**src/rtl/msk_sbox_sched_pkg.sv**
```systemverilog
// Shared definitions for the masked S-box column scheduler.
// FSM encodings, byte count, tag width and tag pipeline entry.
package msk_sbox_sched_pkg;

  localparam int NBYTES = 4;
  localparam int TAG_W  = 2;

  localparam logic [1:0] S_IDLE  = 2'd0;
  localparam logic [1:0] S_ISSUE = 2'd1;
  localparam logic [1:0] S_DRAIN = 2'd2;
  localparam logic [1:0] S_DONE  = 2'd3;

  typedef struct packed {
    logic             v;
    logic [TAG_W-1:0] tag;
  } tag_ent_t;

endpackage

```
**src/rtl/msk_sbox_tag_pipe.sv**
```systemverilog
// Fixed-depth shift pipe carrying {valid, tag} alongside the S-box.
// Depth matches S-box latency so tag pops with its result.
module msk_sbox_tag_pipe
  import msk_sbox_sched_pkg::*;
#(
  parameter int LAT = 4
) (
  input  logic     clk,
  input  logic     rst,
  input  tag_ent_t push,
  output tag_ent_t pop
);

  tag_ent_t stg [LAT];

  // Shift one stage per cycle; reset drops every in-flight tag.
  always_ff @(posedge clk or posedge rst) begin
    if (rst) begin
      for (int i = 0; i < LAT; i++) stg[i] <= '0;
    end else begin
      stg[0] <= push;
      for (int i = 1; i < LAT; i++) stg[i] <= stg[i-1];
    end
  end

  assign pop = stg[LAT-1];

endmodule

```
**src/rtl/msk_sbox_sched.sv**
```systemverilog
// Schedules the four bytes of a masked column through one shared
// masked S-box; shares are only routed and registered, never combined.
module msk_sbox_sched
  import msk_sbox_sched_pkg::*;
#(
  parameter int d   = 2,
  parameter int LAT = 4
) (
  input  logic            clk,
  input  logic            rst,
  input  logic            in_valid,
  output logic            in_ready,
  input  logic [32*d-1:0] in_data,
  output logic            out_valid,
  input  logic            out_ready,
  output logic [32*d-1:0] out_data,
  output logic [8*d-1:0]  sb_in,
  output logic            sb_in_valid,
  input  logic [8*d-1:0]  sb_out,
  input  logic            rnd_valid,
  output logic            rnd_ready
);

  localparam int BW = 8*d;

  logic [1:0]                  state;
  logic [TAG_W-1:0]            cnt;
  logic [TAG_W-1:0]            coll;
  logic [NBYTES-1:0][BW-1:0]   col;
  logic [NBYTES-1:0][BW-1:0]   res;
  tag_ent_t                    push;
  tag_ent_t                    pop;
  logic                        issue;
  logic                        take;

  assign issue = (state == S_ISSUE) && rnd_valid;
  assign take  = pop.v &&
                 ((state == S_ISSUE) || (state == S_DRAIN));

  assign in_ready    = (state == S_IDLE) && !rst;
  assign out_valid   = (state == S_DONE);
  assign out_data    = res;
  assign sb_in_valid = issue;
  assign rnd_ready   = issue;
  assign sb_in       = issue ? col[cnt] : '0;

  assign push.v   = issue;
  assign push.tag = cnt;

  msk_sbox_tag_pipe #(
    .LAT (LAT)
  ) u_pipe (
    .clk  (clk),
    .rst  (rst),
    .push (push),
    .pop  (pop)
  );

  // Column FSM and issue counter.
  always_ff @(posedge clk or posedge rst) begin
    if (rst) begin
      state <= S_IDLE;
      cnt   <= '0;
      col   <= '0;
    end else begin
      unique case (state)
        S_IDLE: begin
          if (in_valid) begin
            col   <= in_data;
            cnt   <= '0;
            state <= S_ISSUE;
          end
        end
        S_ISSUE: begin
          if (rnd_valid) begin
            cnt <= cnt + 1'b1;
            if (cnt == 2'd3) state <= S_DRAIN;
          end
        end
        S_DRAIN: begin
          if (take && coll == 2'd3) state <= S_DONE;
        end
        S_DONE: begin
          if (out_ready) state <= S_IDLE;
        end
        default: state <= S_IDLE;
      endcase
    end
  end

  // Collect S-box results into the slot named by the popped tag.
  always_ff @(posedge clk or posedge rst) begin
    if (rst) begin
      coll <= '0;
      res  <= '0;
    end else if (take) begin
      res[pop.tag] <= sb_out;
      coll         <= coll + 1'b1;
    end
  end

endmodule

```
**config.mk**
```make
export PLATFORM = sky130hd
export DESIGN_NAME = msk_sbox_sched
export DESIGN_NICKNAME = d
export VERILOG_FILES = /design/src/rtl/msk_sbox_sched_pkg.sv /design/src/rtl/msk_sbox_tag_pipe.sv /design/src/rtl/msk_sbox_sched.sv
export SDC_FILE = /design/constraint.sdc
export NUM_CORES = 1
export LEC_CHECK = 0
export BUFFER_PORTS_ARGS = -buffer_cell sky130_fd_sc_hd__buf_2
export CAP_MARGIN = 20
export CORE_MARGIN = 2
export CORE_UTILIZATION = 55
export CTS_BUF_LIST = sky130_fd_sc_hd__clkbuf_8
export DETAILED_ROUTE_END_ITERATION = 6
export PLACE_DENSITY = 0.81
export SLEW_MARGIN = 20
export SYNTH_ARGS = -nofsm -noshare
export SYNTH_HDL_FRONTEND = slang
export SYNTH_SLANG_ARGS = --single-unit
```
**constraint.sdc**
```tcl
create_clock -name clk -period 8.97 [get_ports clk]
set_clock_uncertainty 0.15 [all_clocks]
set_input_delay 0.897 -clock clk [delete_from_list [all_inputs] [get_ports clk]]
set_output_delay 0.897 -clock clk [all_outputs]
set_load 0.05 [all_outputs]
```
* Word level (Yosys, flattened, before mapping)
Cells that the tools add are included.
Widths: inputs -> output; s select.
** Storage, ports and cells
- Register bits after elaboration :: 146
- Bits in latches :: 0
- RAM bits :: 0
- Memory bits (read-only) :: 0
- Bits of input ports :: 85
- Output and inout port bits :: 84
- Logic and storage cells :: 61
- Memories kept :: 0
** Cells by class
- $add $sub $neg :: 2
- Multiply operators :: 0
- Div/mod/pow operators :: 0
- $lt $le $gt $ge :: 3
- Equality and inequality tests :: 10
- Shift-type cells :: 0
- Muxes and demuxes :: 15
- Bitwise gates (word level) :: 0
- Reduce and logical (&&, ||, !) cells :: 12
** Operator list (number)
- $bwmux 64 :: 1
- $mux 16 :: 3
- $bmux 16 s2 :: 1
- $demux 16 s2 :: 1
- $mux 2 :: 7
- $eq 2x2->1 const B :: 4
- $pmux 2 s4 :: 1
- $lt 2x3->1 const B :: 2
- $ne 2x1->1 const B :: 3
- $logic_and 1x1->1 :: 5
- $reduce_and 5->1 :: 1
- $add 2x1->2 const B :: 2
- $ne 2x2->1 const B :: 2
- $pmux 2 s2 :: 1
- $reduce_and 3->1 :: 1
- $eq 2x1->1 const B :: 1
- $ge 2x1->1 const B :: 1
- $logic_not 2->1 :: 1
- $reduce_and 2->1 :: 1
- $reduce_bool 2->1 :: 1
- $logic_not 1->1 :: 1
- $logic_or 1x1->1 :: 1

* Longest topological paths before layout
- Depth in word-level cells :: 6
- Gate-level depth with buffers :: 7
- Mapped depth without buffers :: 6

* Modules after synthesis
Synthesis repeated with hierarchy kept, for this count alone.
** Unflattened totals
- Cell total of the unflattened synthesis :: 364
- Area total of the unflattened synthesis :: 6038.3 um^2
** By module, submodules not included
- msk_sbox_sched :: times used 1, cells an instance 348, area an instance 5711.7 um^2, sequential area each 3353.2 um^2
- msk_sbox_tag_pipe :: times used 1, cells an instance 16, area an instance 326.6 um^2, sequential area each 300.3 um^2

* Worst setup path before layout
No wires, ideal clock.
- Path type :: input-to-output
- Start point :: input rnd_valid
- End point :: output sb_in[10]
- Arrival time :: 1.962 ns
- Data required time :: 7.923 ns
- Slack :: 5.961 ns
- Stages on the path :: 3
- Path buffers :: 1
- Path through :: nand2_1 > clkbuf_1 > nor2b_1
** On the way
- Word-level cells in the longest chain between the ends :: 2
** RTL lines
- start, declared :: RTL line msk_sbox_sched.sv:20 : input logic rnd_valid,
- $logic_and 1x1->1 :: RTL line msk_sbox_sched.sv:36 : assign issue = (state == S_ISSUE) && rnd_valid;
- $mux 16 :: RTL line msk_sbox_sched.sv:45 : assign sb_in = issue ? col[cnt] : '0;
- end, declared :: RTL line msk_sbox_sched.sv:17 : output logic [8*d-1:0] sb_in,
No other way between the ends.

* Worst setup path in the final report
- Start point :: register state[1]
- End point :: output sb_in[3]
** On the way
- Word-level cells in the longest chain between the ends :: 3
** RTL lines
- start, declared :: RTL line msk_sbox_sched.sv:26 : logic [1:0] state;
- start signal, assigned :: RTL line msk_sbox_sched.sv:62 : state <= S_IDLE;
- start signal, assigned :: RTL line msk_sbox_sched.sv:71 : state <= S_ISSUE;
- start signal, assigned :: RTL line msk_sbox_sched.sv:77 : if (cnt == 2'd3) state <= S_DRAIN;
- $eq 2x1->1 :: RTL line msk_sbox_sched.sv:36
- $logic_and 1x1->1 :: RTL line msk_sbox_sched.sv:36
- $mux 16 :: RTL line msk_sbox_sched.sv:45
No other way between the ends.

==> flow_summary.ini <==
[setup_path]
crit_path_cell_trace = inv_1 -> ha_1 -> nand2_1 -> nor2b_1 -> buf_2
worstSetupPathType = flip-flop to output pin
start_kind = flip-flop
cp.arrival_ns = 2.25
crit_slowest_cell = nand2_1
worstPathMaxFanout = 17
max_stage_delay_ns = 0.44
cp.required_ns = 7.92
end_kind = output pin

[place]
dp_slack_ns = 5.88
io_buffers = 168
gp_congestion = 0.722
place_area_um2 = 6940
dp_hpwl_um = 8020

[timing]
max-slew-margin-rel_pct = 40.5
finalSetupViolations = 0
worst_slew_pin_slew_ns = 0.892
drv_slew = 0
rsz0062_at_grt = no
period_share_pct = 36.8
worst_slack_ns = 5.67
totalNegativeSetupSlack_ns = 0
hold_ws_ns = 0.200
hold_violations = 0
fmax_ghz = 0.303
post-route-min-period_ns = 3.30

[clock_tree]
cts_tree = built
htree_num_levels = 4
cts_buffer_depth = 2
root_buffer = clkbuf_8
cts_resized = 0
cts_setup_buffers = 0
path_clk_slew_ns = 0.08
cts_made_buffers = 17
clk_latency_ns = 0.43
postCtsHoldBufs = 0
cts.sinks = 146

[floorplan]
rows = 38
io_pins = 169
core_region_area_um2 = 10700
die_h_um = 109
start_util_pct = 56.0
design.die.area_um2 = 11800
fp.dieW_um = 109

[yosys]
synth.top_cell.area_share_pct = 60.8
ys_types = 27
yosysTopAreaCell = dfrtp_1
ys_seq_elements = 146
synth_warnings = 0
synth.avg_cell_area_um2 = 16.7
synthTopCellsByArea = dfrtp_1 61%, mux2_2 22%, mux4_2 6.0%, mux2_4 2.5%, nor2b_1 1.8%
synth_ff_type = dfrtp_1
yosysSeqAreaShare_pct = 60.8
syn-num-nets = 451
async_flop_share_pct = 100
syn_inst = 360
synth-edff-count = 0
syn_area_um2 = 6010

[pwr]
power_density_nw_per_um2 = 416
ir_drop_uv = 275
leakage_nw = 3.53

[global_routing]
grt_overflow = 0
grt_pass1_wl_um = 18900
track_usage_pct = 21.2
grt_pass1_vias = 3811
grt_max_degree = 88
antenna_found_initial = 0

[layout]
final_util_pct = 68.2
mostFrequentLayoutCells = 168 x buf_2, 146 x dfrtp_1, 120 x mux2_2
drive_above_1_share_pct = 65.2
diodes = 0
nFillCells = 775
syn2layout_area_growth_pct = 21.9
fin_area_um2 = 7330
layout_commonest_cell = buf_2
final_nets = 625

[drt]
drt_iter0_drc = 174
drc = 0
viasPerCell = 5.22
antenna_left = 0
vias = 3579
wirelength_um = 11800
drt_pass1_iterations = 5
wire_per_inst_um = 17.2

[status]
status = finished clean

[flow_run]
maxCapViolCount = 0

[hold_path]
min_path_type = flip-flop to flip-flop
==> worst max-delay path: cells and delay by family, from the launching register on <==
family                   cells  cell delay (ns)
AND/OR/NAND/NOR              2             0.75
flip-flops                   1             0.42
buffers and inverters        2             0.40
adder cells (fa/ha/maj)      1             0.24
==> cell usage after synthesis, types with 2 or more instances <==
cell and count:
ha_1 6, nand3_1 4, buf_2 8, o21ai_0 3, buf_4 2, mux2_2 120
dfrtp_1 146, mux2_4 10, nor2b_1 17, buf_6 4, nand2_1 2, inv_1 6
nand2b_1 2, a22o_1 2, mux4_2 16
==> report_power, final <==
part | switching (mW) | internal, mW
Sequential | 0.176 | 0.970
Clock | 0.235 | 0.264
Combinational | 0.856 | 0.544
Total | 1.27 | 1.78
==> final cells by class <==
| class | instances | area (um^2) | share of cell area (%) |
|---|---|---|---|
| inverters | 6 | 27.5 | 0.376 |
| flip-flops and latches | 146 | 3650 | 49.9 |
| clock buffers | 20 | 275 | 3.76 |
| clock inverters | 11 | 113 | 1.54 |
| multi-input cells | 192 | 2220 | 30.3 |
| repair buffers | 171 | 863 | 11.8 |
| well taps | 140 | 175 | 2.39 |
==> registers in the layout, indices dropped and copies added, names as in the netlist <==
name        cells
cnt             2
col            64
coll            2
out_data       64
state           2
u_pipe.pop      3
u_pipe.stg      9
==> routing by layer <==
| metal | vias up | track usage [%] | share of wire [%] |
|---|---|---|---|
| met3 | 13 | 8.68 | 8.4 |
| li1 | 1639 | - | - |
| met5 | - | 0 | 0 |
| met4 | 0 | 6.78 | 0.98 |
| met1 | 1793 | 26.8 | 42 |
| met2 | 134 | 33.7 | 48 |
==> path summary, 6_finish.rpt <==
kind | start | to | slack (ns) | cells after the start
setup / recovery | state[1]$_DFFE_PP0P_ | sb_in[3] | 5.67 | 5
hold / removal | u_pipe.stg[10]$_DFF_PP0_ | u_pipe.stg[7]$_DFF_PP0_ | 0.20 | 0
setup reg to reg | state[0]$_DFFE_PP0P_ | out_data[0]$_DFFE_PP0P_ | 6.57 | 5
hold reg to reg | u_pipe.stg[10]$_DFF_PP0_ | u_pipe.stg[7]$_DFF_PP0_ | 0.20 | 0
max in group asynchronous | rst | out_data[6]$_DFFE_PP0P_ | 6.98 | 3
min in group asynchronous | rst | u_pipe.stg[11]$_DFF_PP0_ | 0.47 | 2
==> per-stage QoR <==
stage	power, mW	cells
after detailed placement	2.57	655
final	3.05	686
after global routing	3.21	686
after CTS	3.07	686
after floorplan	2.25	360
after global placement	2.51	655
==> kinds of logic (layout without fill, tap and decap cells) <==
logic type | Yosys count | count (layout) | share of synthesized area [%]
AO/OA/AOI/OAI | 8 | 8 | 0.957
XOR/XNOR | 1 | 1 | 0.146
adder cells (fa/ha/maj) | 6 | 6 | 1.25
buffers and inverters | 22 | 208 | 2.35
flip-flops | 146 | 146 | 60.8
multiplexers | 146 | 146 | 31.0
AND/OR/NAND/NOR | 31 | 31 | 3.56
Note: power is estimated with default switching activity, not from simulation.
